--- config.mk ---
export PLATFORM = sky130hd
export DESIGN_NAME = tm1638_key_reader
export DESIGN_NICKNAME = d
export VERILOG_FILES = /design/src/rtl/tm1638_key_reader.sv
export SDC_FILE = /design/constraint.sdc
export NUM_CORES = 1
export LEC_CHECK = 0
export CORE_MARGIN = 1
export CORE_UTILIZATION = 55
export CTS_CLUSTER_DIAMETER = 80
export DETAILED_ROUTE_END_ITERATION = 7
export GPL_ROUTABILITY_DRIVEN = 1
export PLACE_DENSITY_LB_ADDON = 0.15
export SLEW_MARGIN = 20
export SYNTH_ARGS = -nofsm -noshare
export SYNTH_HDL_FRONTEND = slang
export SYNTH_SLANG_ARGS = --single-unit
--- constraint.sdc ---
create_clock -name i_Clk -period 2.35 [get_ports i_Clk]
set_clock_uncertainty 0.15 [all_clocks]
set_input_delay 0.47 -clock i_Clk [delete_from_list [all_inputs] [get_ports i_Clk]]
set_output_delay 0.47 -clock i_Clk [all_outputs]
set_load 0.03 [all_outputs]
--- src/rtl/tm1638_key_reader.sv ---
// TM1638 key scanner: periodically pushes a read-key transaction to the SPI
// engine, collects the four response bytes and publishes the decoded key state.
module tm1638_key_reader #(
  parameter int POLL_PERIOD = 100000,
  parameter int RX_TIMEOUT  = 4096
) (
  input  logic        i_Clk,
  input  logic        i_Rst,
  input  logic        i_Enable,
  input  logic        i_SPI_FIFO_Full,
  output logic [17:0] o_Data,
  output logic        o_Write,
  input  logic [7:0]  i_Rx_Data,
  input  logic        i_Rx_Valid,
  output logic        o_Rx_Ready,
  output logic [7:0]  o_Keys,
  output logic        o_Keys_Valid,
  output logic        o_Keys_Changed,
  output logic        o_Timeout
);

  localparam logic [17:0] READ_WORD = {2'b10, 8'h04, 8'h42};
  localparam logic [23:0] POLL_LAST = 24'(POLL_PERIOD - 1);
  localparam logic [15:0] RX_LAST   = 16'(RX_TIMEOUT - 1);

  typedef enum logic [2:0] {
    IDLE      = 3'd0,
    WAIT_FIFO = 3'd1,
    SEND_READ = 3'd2,
    RECV      = 3'd3,
    PUBLISH   = 3'd4
  } state_t;

  state_t      state, state_next;
  logic [23:0] poll_cnt;
  logic [15:0] rx_wait;
  logic [1:0]  byte_idx;
  logic [3:0]  key_lo, key_hi;
  logic [7:0]  keys_q;
  logic [7:0]  keys_new;
  logic        timeout_q;
  logic        scan_req;
  logic        rx_accept;
  logic        rx_expired;
  logic        rx_unused_bits;

  // Only bit0 and bit4 of each response byte carry key information.
  assign rx_unused_bits = ^{i_Rx_Data[7:5], i_Rx_Data[3:1]};

  assign scan_req   = (poll_cnt == POLL_LAST) && i_Enable;
  assign rx_accept  = i_Rx_Valid && (state == RECV);
  assign rx_expired = (state == RECV) && !rx_accept && (rx_wait == RX_LAST);
  assign keys_new   = {key_hi, key_lo};
  assign o_Timeout  = timeout_q;

  always_ff @(negedge i_Clk or posedge i_Rst) begin
    if (i_Rst) begin
      poll_cnt <= '0;
    end else if (poll_cnt == POLL_LAST) begin
      poll_cnt <= '0;
    end else begin
      poll_cnt <= poll_cnt + 24'd1;
    end
  end

  always_ff @(negedge i_Clk or posedge i_Rst) begin
    if (i_Rst) begin
      state     <= IDLE;
      rx_wait   <= '0;
      byte_idx  <= '0;
      key_lo    <= '0;
      key_hi    <= '0;
      keys_q    <= '0;
      timeout_q <= 1'b0;
    end else begin
      state     <= state_next;
      timeout_q <= rx_expired;
      case (state)
        SEND_READ: begin
          byte_idx <= '0;
          rx_wait  <= '0;
        end
        RECV: begin
          if (rx_accept) begin
            key_lo[byte_idx] <= i_Rx_Data[0];
            key_hi[byte_idx] <= i_Rx_Data[4];
            byte_idx         <= byte_idx + 2'd1;
            rx_wait          <= '0;
          end else begin
            rx_wait <= rx_wait + 16'd1;
          end
        end
        PUBLISH: keys_q <= keys_new;
        default: ;
      endcase
    end
  end

  // A FIFO that fills again in the send cycle sends us back to wait, so the
  // push strobe can never coincide with Full.
  always_comb begin
    state_next     = state;
    o_Write        = 1'b0;
    o_Data         = '0;
    o_Rx_Ready     = 1'b0;
    o_Keys         = keys_q;
    o_Keys_Valid   = 1'b0;
    o_Keys_Changed = 1'b0;
    case (state)
      IDLE: begin
        if (scan_req) state_next = WAIT_FIFO;
      end
      WAIT_FIFO: begin
        if (!i_SPI_FIFO_Full) state_next = SEND_READ;
      end
      SEND_READ: begin
        if (i_SPI_FIFO_Full) begin
          state_next = WAIT_FIFO;
        end else begin
          o_Write    = 1'b1;
          o_Data     = READ_WORD;
          state_next = RECV;
        end
      end
      RECV: begin
        o_Rx_Ready = 1'b1;
        if (rx_accept && byte_idx == 2'd3) state_next = PUBLISH;
        else if (rx_expired)               state_next = IDLE;
      end
      PUBLISH: begin
        o_Keys         = keys_new;
        o_Keys_Valid   = 1'b1;
        o_Keys_Changed = (keys_new != keys_q);
        state_next     = IDLE;
      end
      default: state_next = IDLE;
    endcase
  end

endmodule

======== Yosys cells after proc, flatten, opt, wreduce, memory -nomap -nowiden ========
Index checks and enable logic that the tools add are counted.
word-level totals
  bits in latches ......................... 0
  memory bits (read-only) ................. 0
  register bits after elaboration ......... 62
  word-level logic and storage cells ...... 60
  memories kept ........................... 0
  output and inout bits ................... 31
  memory bits (writable) .................. 0
operators by class
  shift-type cells ........................ 0
  add/subtract/negate cells ............... 3
  mux-type cells .......................... 23
  multipliers ............................. 0
  divide/modulo/power cells ............... 0
  reductions and logical operators ........ 12
  $lt $le $gt $ge ......................... 2
  eq/ne operators ......................... 12
  bitwise gates (word level) .............. 0
operator list
  kind                                                    count
  2-to-1 mux 18 bit                                       2
  one-hot mux 16 bit (2 select lines)                     1
  adder 24 x 1 -> 24 bit (second input constant)          1
  equality test 24 x 17 -> 1 bit (second input constant)  1
  2-to-1 mux 24 bit                                       1
  adder 16 x 1 -> 16 bit (second input constant)          1
  equality test 16 x 12 -> 1 bit (second input constant)  1
  2-to-1 mux 16 bit                                       1
  2-to-1 mux 3 bit                                        4
  one-hot mux 3 bit (4 select lines)                      1
  bitwise mux 4 bit                                       2
  2-to-1 mux 8 bit                                        1
  inequality test 8 bit                                   1
  equality test 3 x 2 -> 1 bit (second input constant)    2
  logical AND 1 bit                                       6
  2-to-1 mux 1 bit                                        6
  inequality test 2 bit (second input constant)           3
  2-to-1 mux 2 bit                                        2
  one-hot mux 2 bit (2 select lines)                      1
  AND reduction 2 bit                                     2
  equality test 3 x 1 -> 1 bit (second input constant)    1
  equality test 3 bit (second input constant)             1
  logical NOT 3 bit                                       1
  < comparator 2 x 3 -> 1 bit (second input constant)     1
  other kinds (8)                                         8

======== Depth between registers and ports, before layout ========
Gate-level depths: netlist of the first run.
  depth after elaboration ................. 8
  depth in mapped cells ................... 6
  depth with buffers taken out ............ 5

==> results.rst, run 1 <==
.. list-table::
   :header-rows: 1

   * - Metric
     - Value
   * - Detail-routed net length per standard cell
     - 17.8 um
   * - Slowest cell on the critical path
     - dfrtn_1
   * - Layout overhead on the synthesized area
     - 30.9%
   * - Worst Path Required
     - between 1500 and 2000 ps
   * - Largest fanout on the critical path
     - 4
   * - Gr busiest metal
     - met2
   * - DRC viols
     - 0
   * - Post-layout util
     - 75.6%
   * - FF-to-FF setup slack
     - 220 ps
   * - Worst Hold Depth
     - 1
   * - Antenna Nets Post-Route
     - 0
   * - Final Worst Setup Slack
     - -1160 ps
   * - Detailed Route WL
     - 7930 um
   * - Post-synthesis cell type count
     - 51
   * - R2R cell count
     - 7
   * - Pre-CTS setup slack
     - -852 ps
   * - Yosys Warn Count
     - 0
   * - Via total after detailed routing
     - approximately 2,600
   * - Number of global-route vias before repair
     - 2,489
   * - Crit path cell chain
     - nor3b_4 > buf_6 > mux2_4 > buf_6
   * - MaxCap Viol Count
     - 0
   * - Overall track demand over capacity in global routing
     - 25.9%
   * - Final hold violation count
     - 0
   * - Hold buffer count at cts
     - 0
   * - I/O pin count
     - 44
   * - Htree depth
     - 3
   * - Startpoint class of the critical path
     - flop
   * - Library cell with the largest summed area after synthesis
     - dfrtn_1
   * - Type of the worst min-delay path
     - flop to flop
   * - Post-DP HPWL
     - 4550 um
   * - Number of rows created at floorplan
     - 27
   * - Initial Utilization
     - 57.7%
   * - Clock buffer depth
     - 2
   * - Summed instance area of the synthesized netlist
     - 3220 sq um
   * - Total number of nets in the final design
     - 388
   * - Register bit total from synthesis
     - 62
   * - Met2 track utilization from global routing
     - 43.2%
   * - Final sum of negative setup slack
     - -18,140 ps
   * - Pin count of the biggest net entering global routing
     - 33
   * - Die W
     - 78.5 um
   * - Clock latency on the worst-skew pair
     - 330 ps
   * - Post-DR vias/cell
     - 5.84
   * - Failing checks
     - negative setup slack
   * - Type of the worst setup path
     - flop to output port
   * - Hold worst-path end
     - poll_cnt[0]
   * - Top cell type's share of synthesized area
     - 48.2%
   * - Clk slew on worst S/H paths
     - 50 ps
   * - Area of the core
     - 5570 sq um
   * - Origin of the critical flop-to-flop path
     - state[2]
   * - N_diodes
     - 0
   * - Largest cells by area after synthesis
     - dfrtn_1, xnor2_1, buf_4, xor2_1, nand2_1
   * - Syn avg cell area
     - 10.6 sq um
   * - Power density over the cells
     - between 800 and 900 nW/um^2
   * - Worst path max stage delay
     - 450 ps
   * - TritonCTS Buffers
     - 9
   * - Post-synthesis sequential area ratio
     - 48.2%
   * - Gate count after technology mapping
     - 303
   * - Clock sinks
     - just over 60
   * - Startpoint of the most critical hold path
     - poll_cnt[0]
   * - Met3 GRT Util
     - under 10%
   * - Antenna violations before repair
     - 0
   * - 1st-iter DRT viols
     - 172
   * - Routability congestion estimate
     - 0.796
   * - Leakage power total
     - 2.02 nW
   * - Max-slew violation total from the final report
     - 0
   * - First drt pass iteration count
     - 4
   * - GRT Residual Overflow
     - 0
   * - FF-to-FF End
     - key_hi[2]
   * - Worst IR Drop VDD
     - between 0.6 and 0.7 mV
   * - Hold slack final
     - around 240 ps
   * - Share of layout cells above drive strength 1
     - around 34%
   * - Wire length of the first global-routing pass
     - around 12,000 um
   * - Clock Tree Root
     - clkbuf_8
   * - Die area
     - 6160 sq um
   * - Critical Path Most Common Cell
     - buf_6
   * - CP Capture Type
     - output port
   * - Quantity of I/O buffers inserted on ports
     - 23
   * - TritonCTS clock tree
     - done
   * - Finish-stage setup viols
     - 35
   * - Met1 Track Usage GR
     - ~31%
   * - Die Y-Extent
     - 78.5 um
   * - RSZ-0062 raised after global routing
     - yes
   * - Status
     - finished, violations left
   * - Data arrival time of the worst path
     - 2890 ps
==> kinds of logic after synthesis <==
kind of cell / Yosys count / synth area share [%]
AOI/OAI and AO/OA: 46 / 9.21
xor gates and xnor gates: 31 / 8.44
adders and majority gates: 6 / 2.33
buffers and inverters: 34 / 6.34
DFF: 62 / 48.2
muxes: 16 / 5.60
other: 1 / 0.117
and+or+nand+nor: 107 / 19.8
==> registers in the layout (all words and copies together) (netlist names) <==
register	flops
poll_cnt	24
rx_wait	16
keys_q	8
key_hi	4
key_lo	4
state	3
byte_idx	2
o_Timeout	1
==> where the power goes <==
group	leakage, nW	switching, W	internal (W)
combinational	1.11	0.000686	0.000674
clock	0.0752	0.000422	0.000373
sequential	0.835	0.000124	0.00121
==> what timing repair did <==
action / CTS / global route
pin swaps: 6 / 9
setup endpoints to repair: 47 / 31
gates resized for setup: 46 / 28
buffers inserted: 7 / 7
cloned: 2 / 0
==> cell usage in the layout, fill, tap and decap left out, types with 3 or more instances in the layout <==
| master | n |
|---|---|
| ha_1 | 6 |
| nand4_1 | 8 |
| o21ai_1 | 5 |
| xnor2_1 | 18 |
| and3_1 | 7 |
| and4_1 | 4 |
| o21ai_2 | 3 |
| clkinvlp_4 | 3 |
| nor2_1 | 14 |
| mux2_4 | 14 |
| dlygate4sd2_1 | 3 |
| o21ai_0 | 6 |
| a31oi_1 | 10 |
| nand2_2 | 4 |
| nand3_1 | 13 |
| xor2_1 | 13 |
| clkbuf_8 | 9 |
| a21oi_1 | 5 |
| conb_1 | 14 |
| nand2_1 | 21 |
| buf_6 | 29 |
| nor4_1 | 5 |
| nor3_1 | 5 |
| dfrtn_1 | 62 |
| buf_4 | 32 |
| inv_1 | 5 |
==> worst max-delay path, delay by kind of cell (launching register included) <==
kind | cells | cell delay, ps
flops | 1 | 450
buf+inv | 2 | 320
simple gates | 1 | 280
mux | 1 | 330
==> cells in the mapped netlist, drive strengths merged <==
cell	instances
dfrtn	62
nand2	26
buf	22
xnor2	18
mux2	16
nor2	15
nand3	14
o21ai	14
xor2	13
a31oi	11
nand4	10
nor4	9
and3	8
nor3	8
a21oi	7
inv	7
ha	6
clkbuf	5
and4	4
nor3b	3
a22o	2
nand2b	2
o31ai	2
a211o	1
a21boi	1
a21o	1
a221oi	1
a31o	1
a41oi	1
and2	1
and2b	1
conb	1
nand3b	1
nand4bb	1
nor2b	1
o21a	1
o22a	1
o311ai	1
o41ai	1
or2	1
or3	1
or4	1
==> routing by layer <==
metal / routed length (um) / vias up
li1: - / 1191
met1: 3330 / 1289
met2: 3980 / 97
met3: 422 / 24
met4: 196 / 0
met5: 0 / -
==> per-stage QoR <==
stage          power, W  std cells  instance area (sq um)
5_1_grt         0.00364        445                   4210
4_1_cts         0.00333        439                   4070
6_report        0.00349        445                   4210
3_3_place_gp    0.00232        415                   3690
2_1_floorplan   0.00201        316                   3390
3_5_place_dp    0.00236        415                   3690
==> final cells by class <==
type / instances / area (sq um)
flip-flops and latches: 62 / 1550
multi-input cells: 220 / 1720
clock inverters: 4 / 25.0
repair buffers: 69 / 663
well taps: 72 / 90.1
fillers: 363 / 1360
clock buffers: 11 / 131
inverters: 7 / 30.0
==> worst max path at each step <==
stage	startpoint	endpoint	slack [ps]	depth (start not counted)
2_1_floorplan	state[1]	o_Data[10]	-760	4
3_3_place_gp	i_Rx_Valid	key_lo[0]	-830	4
3_5_place_dp	i_Rx_Valid	key_hi[2]	-850	4
4_1_cts	state[2]	o_Keys[3]	-1050	4
5_1_grt	state[2]	o_Keys[0]	-1200	4
6_report	state[2]	o_Keys[0]	-1160	4
Note: power is estimated with default switching activity, not from simulation.
==> run 2: changes to the inputs <==
--- a/config.mk
+++ b/config.mk
@@ -10,6 +10,7 @@
 export CTS_CLUSTER_DIAMETER = 80
 export DETAILED_ROUTE_END_ITERATION = 7
 export GPL_ROUTABILITY_DRIVEN = 1
+export GPL_TIMING_DRIVEN = 0
 export PLACE_DENSITY_LB_ADDON = 0.15
 export SLEW_MARGIN = 20
 export SYNTH_ARGS = -nofsm -noshare
==> results.rst, run 2 (synthesized netlist as in run 1, its figures left out) <==
.. list-table::
   :header-rows: 1

   * - Metric
     - Value
   * - Status
     - finished, violations left
   * - Failing checks
     - negative setup slack
   * - Finish-stage setup viols
     - 25
   * - Clock buffer depth
     - 2
   * - Most common cell after layout, fill and taps aside
     - dfrtn_1
   * - Share of layout cells above drive strength 1
     - 34.8%
   * - Wire length of the first global-routing pass
     - 12,200 um
   * - Startpoint of the most critical hold path
     - poll_cnt[0]
   * - Crit path cell chain
     - buf_6 > nor3b_4 > buf_6 > mux2_4 > buf_6
   * - Worst Hold Depth
     - 1
   * - GRT Residual Overflow
     - 0
   * - Quantity of I/O buffers inserted on ports
     - 22
   * - Origin of the critical flop-to-flop path
     - state[1]
   * - 1st-iter DRT viols
     - 184
   * - Detail-routed net length per standard cell
     - 18.3 um
   * - Worst Path Required
     - 1730 ps
   * - Number of rows created at floorplan
     - 27
   * - Largest registers
     - poll_cnt (24), rx_wait (16), keys_q (8)
   * - TritonCTS clock tree
     - done
   * - R2R cell count
     - 9
   * - Post-layout util
     - 79.0%
   * - Post-DP HPWL
     - 4320 um
   * - Antenna Nets Post-Route
     - 0
   * - N_diodes
     - 0
   * - RSZ-0062 raised after global routing
     - yes
   * - Startpoint class of the critical path
     - flop
   * - Hold buffer count at cts
     - 0
   * - Worst slew pin tran
     - about 580 ps
   * - Overall track demand over capacity in global routing
     - a little over a quarter
   * - Detailed Route WL
     - 8370 um
   * - Largest fanout on the critical path
     - 5
   * - Leakage power total
     - 2.13 nW
   * - First drt pass iteration count
     - 4
   * - Layout overhead on the synthesized area
     - 36.9%
   * - Die Y-Extent
     - 78.5 um
   * - Total design power
     - 0.00362 W
   * - Final hold violation count
     - 0
   * - Routability congestion estimate
     - 0.855
   * - MaxCap Viol Count
     - 0
   * - Filler cells
     - 314
   * - Hold worst-path end
     - poll_cnt[0]
   * - FF-to-FF End
     - rx_wait[2]
   * - Power density over the cells
     - 821 nW/um^2
   * - Max FFs per register
     - 24
   * - Slowest cell on the critical path
     - dfrtn_1
   * - Post-DR vias/cell
     - 5.84
   * - Max-slew violation total from the final report
     - 0
   * - Type of the worst setup path
     - flop to output port
   * - Total number of nets in the final design
     - roughly 400
   * - Area of the core
     - roughly 5600 sq um
   * - Number of global-route vias before repair
     - 2,483
   * - Worst IR Drop VDD
     - ~0.6 mV
   * - Htree depth
     - 3
   * - Antenna violations before repair
     - 0
   * - Leading cell types in the layout, fill and taps excluded
     - dfrtn_1, buf_4, buf_6, nand2_1, xnor2_1
   * - FF-to-FF setup slack
     - 140 ps
   * - Die area
     - a little over 6000 sq um
   * - Relative slew margins
     - just over 60%
   * - CP Capture Type
     - output port
   * - Largest reg by FF count
     - poll_cnt
   * - Worst path max stage delay
     - 380 ps
   * - Clock Tree Root
     - clkbuf_8
   * - Type of the worst min-delay path
     - flop to flop
   * - Initial Utilization
     - 57.7%
   * - Final sum of negative setup slack
     - -18,180 ps
   * - Clk slew on worst S/H paths
     - 50 ps
   * - Pin count of the biggest net entering global routing
     - 28
   * - Clock sinks
     - 62
   * - Data arrival time of the worst path
     - 2960 ps
   * - TritonCTS Buffers
     - 9
   * - Via total after detailed routing
     - 2,667
   * - Critical Path Most Common Cell
     - buf_6
   * - I/O pin count
     - 44
   * - Die W
     - 78.5 um
   * - Final Worst Setup Slack
     - -1230 ps
   * - Clock latency on the worst-skew pair
     - 330 ps
   * - DRC viols
     - 0
run 2: cell count changes in the layout (fill, tap and decap cells not counted), moves of 2 or more:
cell      before  now
mux2_4        14    8
clkbuf_8       9   11
mux2_1         2    8
buf_4         32   37
o21ai_0        6    1
o21ai_1        5   11
run 2: worst max-delay path: cells and delay by family (launching register included):
kind,cells,cell delay [ps]
buf+inv,3,480
flops,1,380
mux,1,320
simple gates,1,270
run 2: routing by layer:
metal / up-vias / share of wire (%) / track usage, %
met5: - / 0 / 0
met4: 0 / 4.1 / 7.04
met3: 43 / 6.2 / 8.26
met2: 105 / 50 / 44.8
met1: 1308 / 39 / 32.6
li1: 1211 / - / -
run 2: worst max path at each step:
| stage | start | endpoint | depth (start not counted) |
|---|---|---|---|
| after floorplan | state[1] | o_Data[10] | 4 |
| after global placement | state[0] | o_Keys[7] | 5 |
| after detailed placement | state[0] | o_Keys[2] | 5 |
| after CTS | state[0] | o_Keys[2] | 5 |
| after global routing | state[1] | o_Keys[2] | 5 |
| final | state[1] | o_Keys[2] | 5 |
run 2: repair_timing:
item                       in CTS  in global routing
setup endpoints to repair      44                 32
gates resized for setup       148                 30
gates cloned                    2                  0
setup buffers                  18                 14
pin swaps                       5                 11
run 2: through the flow:
stage / instance area (sq um) / instances / worst slack [ps] / hold slack, ps
detailed placement: 3740 / 412 / -1260 / 256
finish: 4400 / 457 / -1230 / 253
floorplan: 3390 / 316 / -757 / 229
CTS: 4250 / 448 / -1150 / 256
global placement: 3700 / 410 / -1240 / 246
global route: 4400 / 457 / -1260 / 293
run 2: area by class of cell:
type / count / area (sq um) / area share [%]
inverters: 7 / 30.0 / 0.682
repair buffers: 55 / 551 / 12.5
multi-input cells: 220 / 1760 / 40.1
plain buffers: 25 / 209 / 4.74
well taps: 72 / 90.1 / 2.05
flip-flops and latches: 62 / 1550 / 35.2
clock buffers: 11 / 151 / 3.44
clock inverters: 5 / 57.6 / 1.31
run 2: where the power goes:
part / total, W / internal, W / leakage (nW) / switching, W
Combinational: 0.00130 / 0.000610 / 1.20 / 0.000686
Clock: 0.000964 / 0.000545 / 0.0976 / 0.000419
Sequential: 0.00136 / 0.00121 / 0.835 / 0.000150
Total: 0.00362 / 0.00236 / 2.13 / 0.00126
==> run 3: changes to the inputs <==
--- a/config.mk
+++ b/config.mk
@@ -8,6 +8,7 @@
 export CORE_MARGIN = 1
 export CORE_UTILIZATION = 55
 export CTS_CLUSTER_DIAMETER = 80
+export CTS_CLUSTER_SIZE = 8
 export DETAILED_ROUTE_END_ITERATION = 7
 export GPL_ROUTABILITY_DRIVEN = 1
 export GPL_TIMING_DRIVEN = 0
==> results of run 3 <==
The final DEF is identical to that of run 2; final timing and power are the same.
